<file path="config.mk">
export PLATFORM = sky130hd
export DESIGN_NAME = pending_index_encoder_flat
export DESIGN_NICKNAME = d
export VERILOG_FILES = /design/src/rtl/pending_index_encoder_pkg.sv /design/src/rtl/pending_index_encoder_if.sv /design/src/rtl/pending_index_encoder_lsb.sv /design/src/rtl/pending_index_encoder.sv /design/src/flat_wrapper.sv
export SDC_FILE = /design/constraint.sdc
export NUM_CORES = 1
export LEC_CHECK = 0
export ABC_AREA = 1
export ABC_CLOCK_PERIOD_IN_PS = 4690
export CAP_MARGIN = 20
export CORE_UTILIZATION = 35
export CTS_CLUSTER_DIAMETER = 40
export DETAILED_ROUTE_END_ITERATION = 7
export SETUP_SLACK_MARGIN = 0.2
export SYNTH_ARGS = -nofsm -noshare
export SYNTH_HDL_FRONTEND = slang
export SYNTH_SLANG_ARGS = --single-unit
</file>
<file path="constraint.sdc">
create_clock -name clk -period 4.69 [get_ports clk]
set_input_delay 0.7035 -clock clk [delete_from_list [all_inputs] [get_ports clk]]
set_output_delay 0.7035 -clock clk [all_outputs]
set_load 0.03 [all_outputs]
</file>
<file path="src/rtl/pending_index_encoder_pkg.sv">
`default_nettype none
// ============================================================================
//  Module      : pending_index_pkg
//  Description : Shared constants, FSM state type and helpers for the
//                pending-index encoder (64-bit mask -> serial 6-bit indices).
//  Revision    : 1.0  initial release
// ============================================================================
package pending_index_pkg;

    localparam int WIDTH = 64;   // request vector width, equals 2**IDX_W
    localparam int IDX_W = 6;    // index width
    localparam int CNT_W = 7;    // emitted-count width, must hold WIDTH

    typedef enum logic [0:0] {
        IDLE  = 1'b0,
        DRAIN = 1'b1
    } state_t;

    // One-hot mask selecting bit idx of a WIDTH-bit vector.
    function automatic logic [WIDTH-1:0] bit_mask(input logic [IDX_W-1:0] idx);
        logic [WIDTH-1:0] c_one;
        c_one = {{(WIDTH-1){1'b0}}, 1'b1};
        return c_one << idx;
    endfunction

endpackage
`default_nettype wire

</file>
<file path="src/rtl/pending_index_encoder_if.sv">
`default_nettype none
// ============================================================================
//  Module      : pending_index_encoder_if
//  Description : Load / drain handshake bundle of the pending-index encoder.
//                master = producer/consumer side, slave = encoder side.
//  Revision    : 1.0  initial release
// ============================================================================
interface pending_index_encoder_if;
    import pending_index_pkg::*;

    logic             flush;
    logic             load;
    logic [WIDTH-1:0] req_vec;
    logic             load_ready;
    logic             out_valid;
    logic             out_ready;
    logic [IDX_W-1:0] out_index;
    logic             done;
    logic [CNT_W-1:0] count;

    modport master (
        output flush, load, req_vec, out_ready,
        input  load_ready, out_valid, out_index, done, count
    );

    modport slave (
        input  flush, load, req_vec, out_ready,
        output load_ready, out_valid, out_index, done, count
    );

endinterface
`default_nettype wire

</file>
<file path="src/rtl/pending_index_encoder_lsb.sv">
`default_nettype none
// ============================================================================
//  Module      : lsb_priority_encoder
//  Description : Combinational lowest-set-bit encoder. idx is 0 when vec is 0;
//                any flags a non-empty vector.
//  Revision    : 1.0  initial release
// ============================================================================
module lsb_priority_encoder
    import pending_index_pkg::*;
#(
    parameter int VEC_W    = WIDTH,
    parameter int IDX_BITS = IDX_W
) (
    input  wire logic [VEC_W-1:0]    vec,
    output logic      [IDX_BITS-1:0] idx,
    output logic                     any
);

    // Scan from the top down so the lowest set bit is the last to win.
    always_comb begin
        idx = '0;
        for (int i = VEC_W - 1; i >= 0; i--) begin
            if (vec[i]) begin
                idx = i[IDX_BITS-1:0];
            end
        end
        any = |vec;
    end

endmodule
`default_nettype wire

</file>
<file path="src/rtl/pending_index_encoder.sv">
`default_nettype none
// ============================================================================
//  Module      : pending_index_encoder
//  Description : Drains a 64-bit request mask one set bit per handshake,
//                presenting the binary index of each set bit in ascending
//                order, with batch count and end-of-batch done pulse.
//  Revision    : 1.0  initial release
// ============================================================================
module pending_index_encoder
    import pending_index_pkg::*;
(
    input  wire logic               clk,
    input  wire logic               rst,
    pending_index_encoder_if.slave  bus
);

    state_t           r_state;
    state_t           w_state_nxt;
    logic [WIDTH-1:0] r_pending;
    logic [WIDTH-1:0] w_pending_nxt;
    logic [WIDTH-1:0] w_pending_cleared;
    logic [CNT_W-1:0] r_count;
    logic [CNT_W-1:0] w_count_nxt;
    logic             r_done;
    logic             w_done_nxt;
    logic [IDX_W-1:0] w_idx;
    logic             w_any;

    lsb_priority_encoder #(
        .VEC_W    (WIDTH),
        .IDX_BITS (IDX_W)
    ) u_lsb (
        .vec (r_pending),
        .idx (w_idx),
        .any (w_any)
    );

    // State, pending mask, count and done registers; rst beats everything.
    always_ff @(posedge clk) begin
        if (rst) begin
            r_state   <= IDLE;
            r_pending <= '0;
            r_count   <= '0;
            r_done    <= 1'b0;
        end else begin
            r_state   <= w_state_nxt;
            r_pending <= w_pending_nxt;
            r_count   <= w_count_nxt;
            r_done    <= w_done_nxt;
        end
    end

    // Next-state and output decode; flush outranks load and handshake.
    always_comb begin
        w_state_nxt       = r_state;
        w_pending_nxt     = r_pending;
        w_count_nxt       = r_count;
        w_done_nxt        = 1'b0;
        w_pending_cleared = r_pending & ~bit_mask(w_idx);

        bus.load_ready = (r_state == IDLE);
        bus.out_valid  = (r_state == DRAIN);
        // Index forced to zero outside DRAIN so the bus never shows stale data.
        bus.out_index  = (r_state == DRAIN) ? w_idx : '0;
        bus.done       = r_done;
        bus.count      = r_count;

        if (bus.flush) begin
            w_pending_nxt = '0;
            w_state_nxt   = IDLE;
        end else begin
            case (r_state)
                IDLE: begin
                    if (bus.load) begin
                        w_pending_nxt = bus.req_vec;
                        w_count_nxt   = '0;
                        if (bus.req_vec != '0) begin
                            w_state_nxt = DRAIN;
                        end else begin
                            w_done_nxt  = 1'b1;
                        end
                    end
                end
                DRAIN: begin
                    if (bus.out_ready && w_any) begin
                        w_pending_nxt = w_pending_cleared;
                        w_count_nxt   = r_count + CNT_W'(1);
                        if (w_pending_cleared == '0) begin
                            w_state_nxt = IDLE;
                            w_done_nxt  = 1'b1;
                        end
                    end
                end
                default: begin
                    w_state_nxt = IDLE;
                end
            endcase
        end
    end

endmodule
`default_nettype wire

</file>
<file path="src/flat_wrapper.sv">
// flat-port wrapper written by rule: the top's interface ports become plain ports
module pending_index_encoder_flat import pending_index_pkg::*;
  (clk, rst, bus_flush, bus_load, bus_req_vec, bus_out_ready, bus_load_ready, bus_out_valid, bus_out_index, bus_done, bus_count);
  pending_index_encoder_if bus_i ();
  input  wire logic clk;
  input  wire logic rst;
  input wire logic [$bits(bus_i.flush)-1:0] bus_flush;
  input wire logic [$bits(bus_i.load)-1:0] bus_load;
  input wire logic [$bits(bus_i.req_vec)-1:0] bus_req_vec;
  input wire logic [$bits(bus_i.out_ready)-1:0] bus_out_ready;
  output wire logic [$bits(bus_i.load_ready)-1:0] bus_load_ready;
  output wire logic [$bits(bus_i.out_valid)-1:0] bus_out_valid;
  output wire logic [$bits(bus_i.out_index)-1:0] bus_out_index;
  output wire logic [$bits(bus_i.done)-1:0] bus_done;
  output wire logic [$bits(bus_i.count)-1:0] bus_count;
  assign bus_i.flush = bus_flush;
  assign bus_i.load = bus_load;
  assign bus_i.req_vec = bus_req_vec;
  assign bus_i.out_ready = bus_out_ready;
  assign bus_load_ready = bus_i.load_ready;
  assign bus_out_valid = bus_i.out_valid;
  assign bus_out_index = bus_i.out_index;
  assign bus_done = bus_i.done;
  assign bus_count = bus_i.count;
  pending_index_encoder u_core (.clk(clk), .rst(rst), .bus(bus_i));
endmodule
</file>
==> impl_metrics.json, run 1 <==
{
  "fp.coreArea_um2": 14500,
  "die_w_um": 124,
  "holdBufCountCts": 0,
  "areaGrowthSynthToFinish_pct": 47.5,
  "drive_above_1_share_pct": 23.5,
  "htreeDepth": 3,
  "grt_pass1_wl_mm": 32.5,
  "cpMostUsedCell": "nand2_1",
  "root_buffer": "clkbuf_16",
  "synth.most_common_cell": "nand2_1",
  "yosys.area.top_type": "dfxtp_1",
  "arrival_ps": 4240,
  "drv_slew": 0,
  "fp.dieH_um": 124,
  "cts.sinks": 73,
  "placed_cell_area_um2": 6910,
  "syn_inst": 903,
  "dr_wl_met3_mm": 1.47,
  "post_drt_wl_per_cell_um": 16.3,
  "async_flop_share_pct": 0,
  "die_area_um2": 15400,
  "ios": 85,
  "yosys-top-cells-count": "308 x nand2_1, 82 x inv_1, 78 x nor2_1",
  "vias": 6637,
  "synth_warnings": 0,
  "clkTransAtPathRegs_ps": 60,
  "seq_power_share_pct": 31.5,
  "violations": "negative setup slack",
  "portBuffers": 84,
  "ys.flop_type": "dfxtp_1",
  "max_stage_delay_ps": 320,
  "clk_path_buf_depth": 2,
  "cp.required_ps": 3990,
  "fin_cells": 1267,
  "finalCritPeriodShare_pct": 105,
  "setup_violations": 8,
  "ys_seq_area_share_pct": 27.9,
  "fp-row-count": 44,
  "syn_nets": 973,
  "status": "complete, but fails checks",
  "diodes": 0,
  "wl_met1_mm": 9.26,
  "grt_pass1_vias": 6106,
  "peakVddDrop_uv": 180,
  "finalHoldViolations": 0,
  "cp-start-kind": "flop",
  "fmax_mhz": 202,
  "p_total_mw": 2.18,
  "drtPass1Iterations": 6,
  "slew_headroom_pct": 42.9,
  "grt_max_degree": 94,
  "swShare_pct": 37.7,
  "cp-end-kind": "output pin",
  "pwr-share-comb_pct": 37.5,
  "switching_power_uw": 819,
  "worstSkewPairLatency_ps": 360,
  "wl_met2_mm": 9.14,
  "slowest_stage": "dfxtp_2",
  "remaining_drc_errors": 0,
  "syn-cell-area_um2": 5230,
  "drtIter0Drc": 691,
  "grt_antenna_before_repair": 0,
  "rsz0062_at_grt": "yes",
  "criticalPathCategory": "reg -> out",
  "clkPwrFrac_pct": 31.0,
  "synth_area_per_cell_um2": 5.79,
  "maxCapViolations": 0,
  "leakagePower_nw": 3.14,
  "synth-edff-count": 0,
  "drtAntennaViolNets": 0,
  "fin_nets": 1148,
  "synth.distinct_cells": 32,
  "cts_tree": "yes",
  "p_int_mw": 1.36,
  "start_util_pct": 36.0,
  "synth.area.top_cells": "dfxtp_1 28%, nand2_1 22%, a21oi_1 6.8%, o21ai_0 6.2%, nand3_1 6.0%",
  "highest-signal-layer": "met4",
  "skew_ps": 10.7,
  "cts_inserted_buffers": 9,
  "grt.total_usage_pct": 26.7,
  "fin_crit_ps": 4940,
  "layout_setup_ws_ps": -250,
  "synth_top_area_share_pct": 27.9,
  "dp.cells": 1230,
  "ys_ff_latch": 73,
  "min_path_type": "reg -> reg",
  "via_per_inst": 5.24,
  "finish.instance_area_um2": 7720,
  "power.density_nw_per_um2": 282,
  "worst_pin_slew_ps": 856,
  "gr-total-overflow": 0,
  "wl_mm": 20.7,
  "critPathMaxFanout": 4,
  "gp_congestion": 0.967,
  "dp_hpwl_mm": 14.9
}
-- power groups by stage --
stage	Sequential, mW	Clock (mW)	Combinational (mW)
2_1_floorplan	0.682	0	0.422
3_3_place_gp	0.694	0	0.709
3_5_place_dp	0.694	0	0.706
4_1_cts	0.682	0.683	0.742
5_1_grt	0.689	0.705	0.882
6_report	0.685	0.675	0.816
-- stage by stage --
| stage | hold WS, ps | setup WS (ps) | setup TNS, ps | utilization [%] |
|---|---|---|---|---|
| 6_report | 495 | -250 | -781 | 53.1 |
| 5_1_grt | 533 | -886 | -32770 | 53.1 |
| 4_1_cts | 495 | -154 | -406 | 50.9 |
| 3_5_place_dp | 487 | -229 | -380 | 47.5 |
| 3_3_place_gp | 481 | -260 | -460 | 47.5 |
| 2_1_floorplan | 458 | 456 | 0 | - |
-- cells by family (layout without fill, tap and decap cells) --
logic type                 Yosys count  count (layout)  share of synthesized area [%]
adders and majority gates            1               1                          0.239
buffers and inverters              131             311                           9.71
AOI/OAI and AO/OA                  180             180                           19.3
DFF                                 73              73                           27.9
and+or+nand+nor                    518             518                           42.8
-- final cells by class --
type / instances / area (µm²)
tap: 184 / 230
multi-input combinational: 699 / 3550
clock buffer: 11 / 253
clock inverter: 5 / 30.0
fill: 1493 / 6820
inverter: 85 / 319
sequential: 73 / 1470
timing repair buffer: 210 / 1870
-- worst max-delay path: cells and delay by family (launching register included) --
kind          cells  cell delay (ps)
simple gates     64             3240
flops             1              320
buf+inv           3              310
-- worst paths after layout --
kind,startpoint,to,slack [ps],cells past startpoint
setup reg to reg,u_core.r_pending[62],u_core.bus.out_valid,-220,76
hold reg to reg,u_core.bus.count[2],u_core.bus.count[2],490,2
hold / removal,u_core.bus.count[2],u_core.bus.count[2],490,2
setup / recovery,u_core.r_pending[62],bus_out_index[0],-250,67
-- layer usage --
| metal | global-route usage, % | vias to the layer above |
|---|---|---|
| met5 | 0 | - |
| met4 | 13.4 | 0 |
| met3 | 4.61 | 58 |
| met2 | 40.6 | 265 |
| met1 | 36.2 | 3007 |
| li1 | - | 3307 |
-- cell usage in the layout (no fill, tap or decap), types with 15 or more instances in the layout --
cell             Yosys  layout
nand2_2              5      50
buf_4                0     108
nand3_2              4      15
nand2_1            308     261
nor2_1              78      67
nor2_2              17      17
nand3_1             63      51
buf_6                1      18
o211ai_1            31      31
inv_1               82      81
clkdlybuf4s50_1      0      82
a21oi_1             71      69
dfxtp_1             73      70
nor4_1              18      18
o21ai_0             65      58
-- what timing repair did --
item,4_1_cts,5_1_grt
pin swaps,20,38
buffers inserted,7,14
setup endpoints to repair,28,68
gates resized for setup,49,64
-- sequential cells by signal, indices dropped and copies added (netlist names) --
signal	flops
u_core.bus.out_valid	1
u_core.bus.done	1
u_core.bus.count	7
u_core.r_pending	64
No activity file was read; power rests on OpenSTA's default activity.
==> run 2: changes to the inputs <==
ABC_CLOCK_PERIOD_IN_PS = 4000   (was 4690)
CORE_ASPECT_RATIO = 0.9   (was default)
clock period = 4 ns   (was 4.69 ns; I/O delays follow)
==> impl_metrics.json, run 2 (same netlist as run 1, synthesis figures left out) <==
{
  "status": "complete, but fails checks",
  "violations": "negative setup slack",
  "finalHoldViolations": 0,
  "largest_register_ffs": 64,
  "largest_register": "u_core.r_pending",
  "critPathMaxFanout": 4,
  "diodes": 0,
  "maxCapViolations": 0,
  "leakagePower_nw": 3.24,
  "drtIter0Drc": 643,
  "final_cell_mix": "268 x nand2_1, 126 x buf_4, 80 x clkdlybuf4s50_1",
  "fin_crit_ps": 5040,
  "max_stage_delay_ps": 320,
  "fin_nets": 1172,
  "cp.required_ps": 4230,
  "grt_antenna_before_repair": 0,
  "htreeDepth": 3,
  "ios": 85,
  "worst_pin_slew_ps": 658,
  "dp.cells": 1266,
  "fmax_mhz": 199,
  "reg2reg_setup_slack_ps": -1040,
  "wl_mm": 21.0,
  "setup_violations": 67,
  "n_fill_cell": 1447,
  "drtAntennaViolNets": 0,
  "clk_path_buf_depth": 2,
  "finalCritPeriodShare_pct": 126,
  "cts_inserted_buffers": 9,
  "final_common_cell": "nand2_1",
  "via_per_inst": 5.10,
  "die_w_um": 131,
  "drv_slew": 0,
  "areaGrowthSynthToFinish_pct": 52.1,
  "grt_pass1_vias": 6255,
  "arrival_ps": 5270,
  "layout_setup_ws_ps": -1040,
  "fin_cells": 1304,
  "die_area_um2": 15400,
  "skew_ps": 5.12,
  "min_from": "u_core.bus.count[2]",
  "finish.instance_area_um2": 7960,
  "drive_above_1_share_pct": 25.4,
  "drtPass1Iterations": 5,
  "fp-row-count": 42,
  "cpMostUsedCell": "nand2_1",
  "criticalPathCategory": "reg -> reg",
  "slew_headroom_pct": 56.1,
  "start_util_pct": 35.7,
  "vias": 6644,
  "fp.coreArea_um2": 14700,
  "cp-end-kind": "flop",
  "gp_congestion": 1.01,
  "grt_pass1_wl_mm": 33.4,
  "grt_max_degree": 73,
  "remaining_drc_errors": 0,
  "crit_start": "u_core.r_pending[62]",
  "clkTransAtPathRegs_ps": 60,
  "root_buffer": "clkbuf_16",
  "power.density_nw_per_um2": 325,
  "grt.total_usage_pct": 28.7,
  "cts_tree": "yes",
  "rsz0062_at_grt": "yes",
  "placed_cell_area_um2": 7140,
  "min_path_type": "reg -> reg",
  "worstSkewPairLatency_ps": 350,
  "post_drt_wl_per_cell_um": 16.1,
  "cts.sinks": 73,
  "reg2reg_from": "u_core.r_pending[62]",
  "fp.dieH_um": 118,
  "cp-start-kind": "flop",
  "gr-total-overflow": 0,
  "portBuffers": 84,
  "dp_hpwl_mm": 15.3,
  "peakVddDrop_uv": 237,
  "slowest_stage": "dfxtp_2"
}
[run 2: cell count changes in the layout (fill, tap and decap cells not counted), sizes merged]
cell / before / now
inv: 83 / 82
clkinv: 5 / 4
buf: 127 / 153
clkdlybuf4s50: 82 / 80
clkbuf: 11 / 13
dlymetal6s2s: 1 / 0
[run 2: where the power goes]
part | internal, mW | switching, mW
clock | 0.431 | 0.325
combinational | 0.429 | 0.615
sequential | 0.759 | 0.0297
[run 2: final timing paths]
check,to,cells past startpoint
min reg2reg,u_core.bus.count[2],2
max,u_core.bus.out_valid,74
max reg2reg,u_core.bus.out_valid,74
min,u_core.bus.count[2],2
[run 2: metrics by stage]
step	TNS (ps)	power [mW]	hold slack, ps	util, %	setup slack [ps]
global route	-87460	2.73	511	54.3	-1750
detailed placement	-30540	1.70	480	48.7	-900
finish	-41850	2.59	491	54.3	-1040
global placement	-30240	1.69	476	48.7	-884
CTS	-34780	2.53	488	52.8	-904
floorplan	-142	1.31	458	-	-78.1
[run 2: worst max-delay path: cells and delay by family (launching register included)]
kind,cells,cell delay [ps]
simple gates,72,4480
compound gates,1,50
flops,1,320
buf+inv,1,40
[run 2: final cells by class]
type	instances	area, µm²	share of cell area (%)
Clock inverter	3	17.5	0.220
Tap cell	198	248	3.11
Inverter	85	323	4.06
Clock buffer	12	246	3.10
Sequential cell	73	1470	18.4
Timing Repair Buffer	234	2070	26.1
Multi-Input combinational cell	699	3580	45.0
[run 2: timing repair]
action / CTS / global route
hold buffers: 0 / 0
resized for setup: 76 / 49
pin swaps: 14 / 29
buffers inserted: 12 / 11
setup endpoints to repair: 68 / 69
[run 2: metal layers]
| metal | wire (µm) | part of all wire, % | global-route usage, % | up-vias |
|---|---|---|---|---|
| li1 | - | - | - | 3381 |
| met1 | 9910 | 47 | 41.1 | 2960 |
| met2 | 8790 | 42 | 40.3 | 251 |
| met3 | 1570 | 7.5 | 6.05 | 52 |
| met4 | 760 | 3.6 | 13.9 | 0 |
| met5 | 0 | 0 | 0 | - |
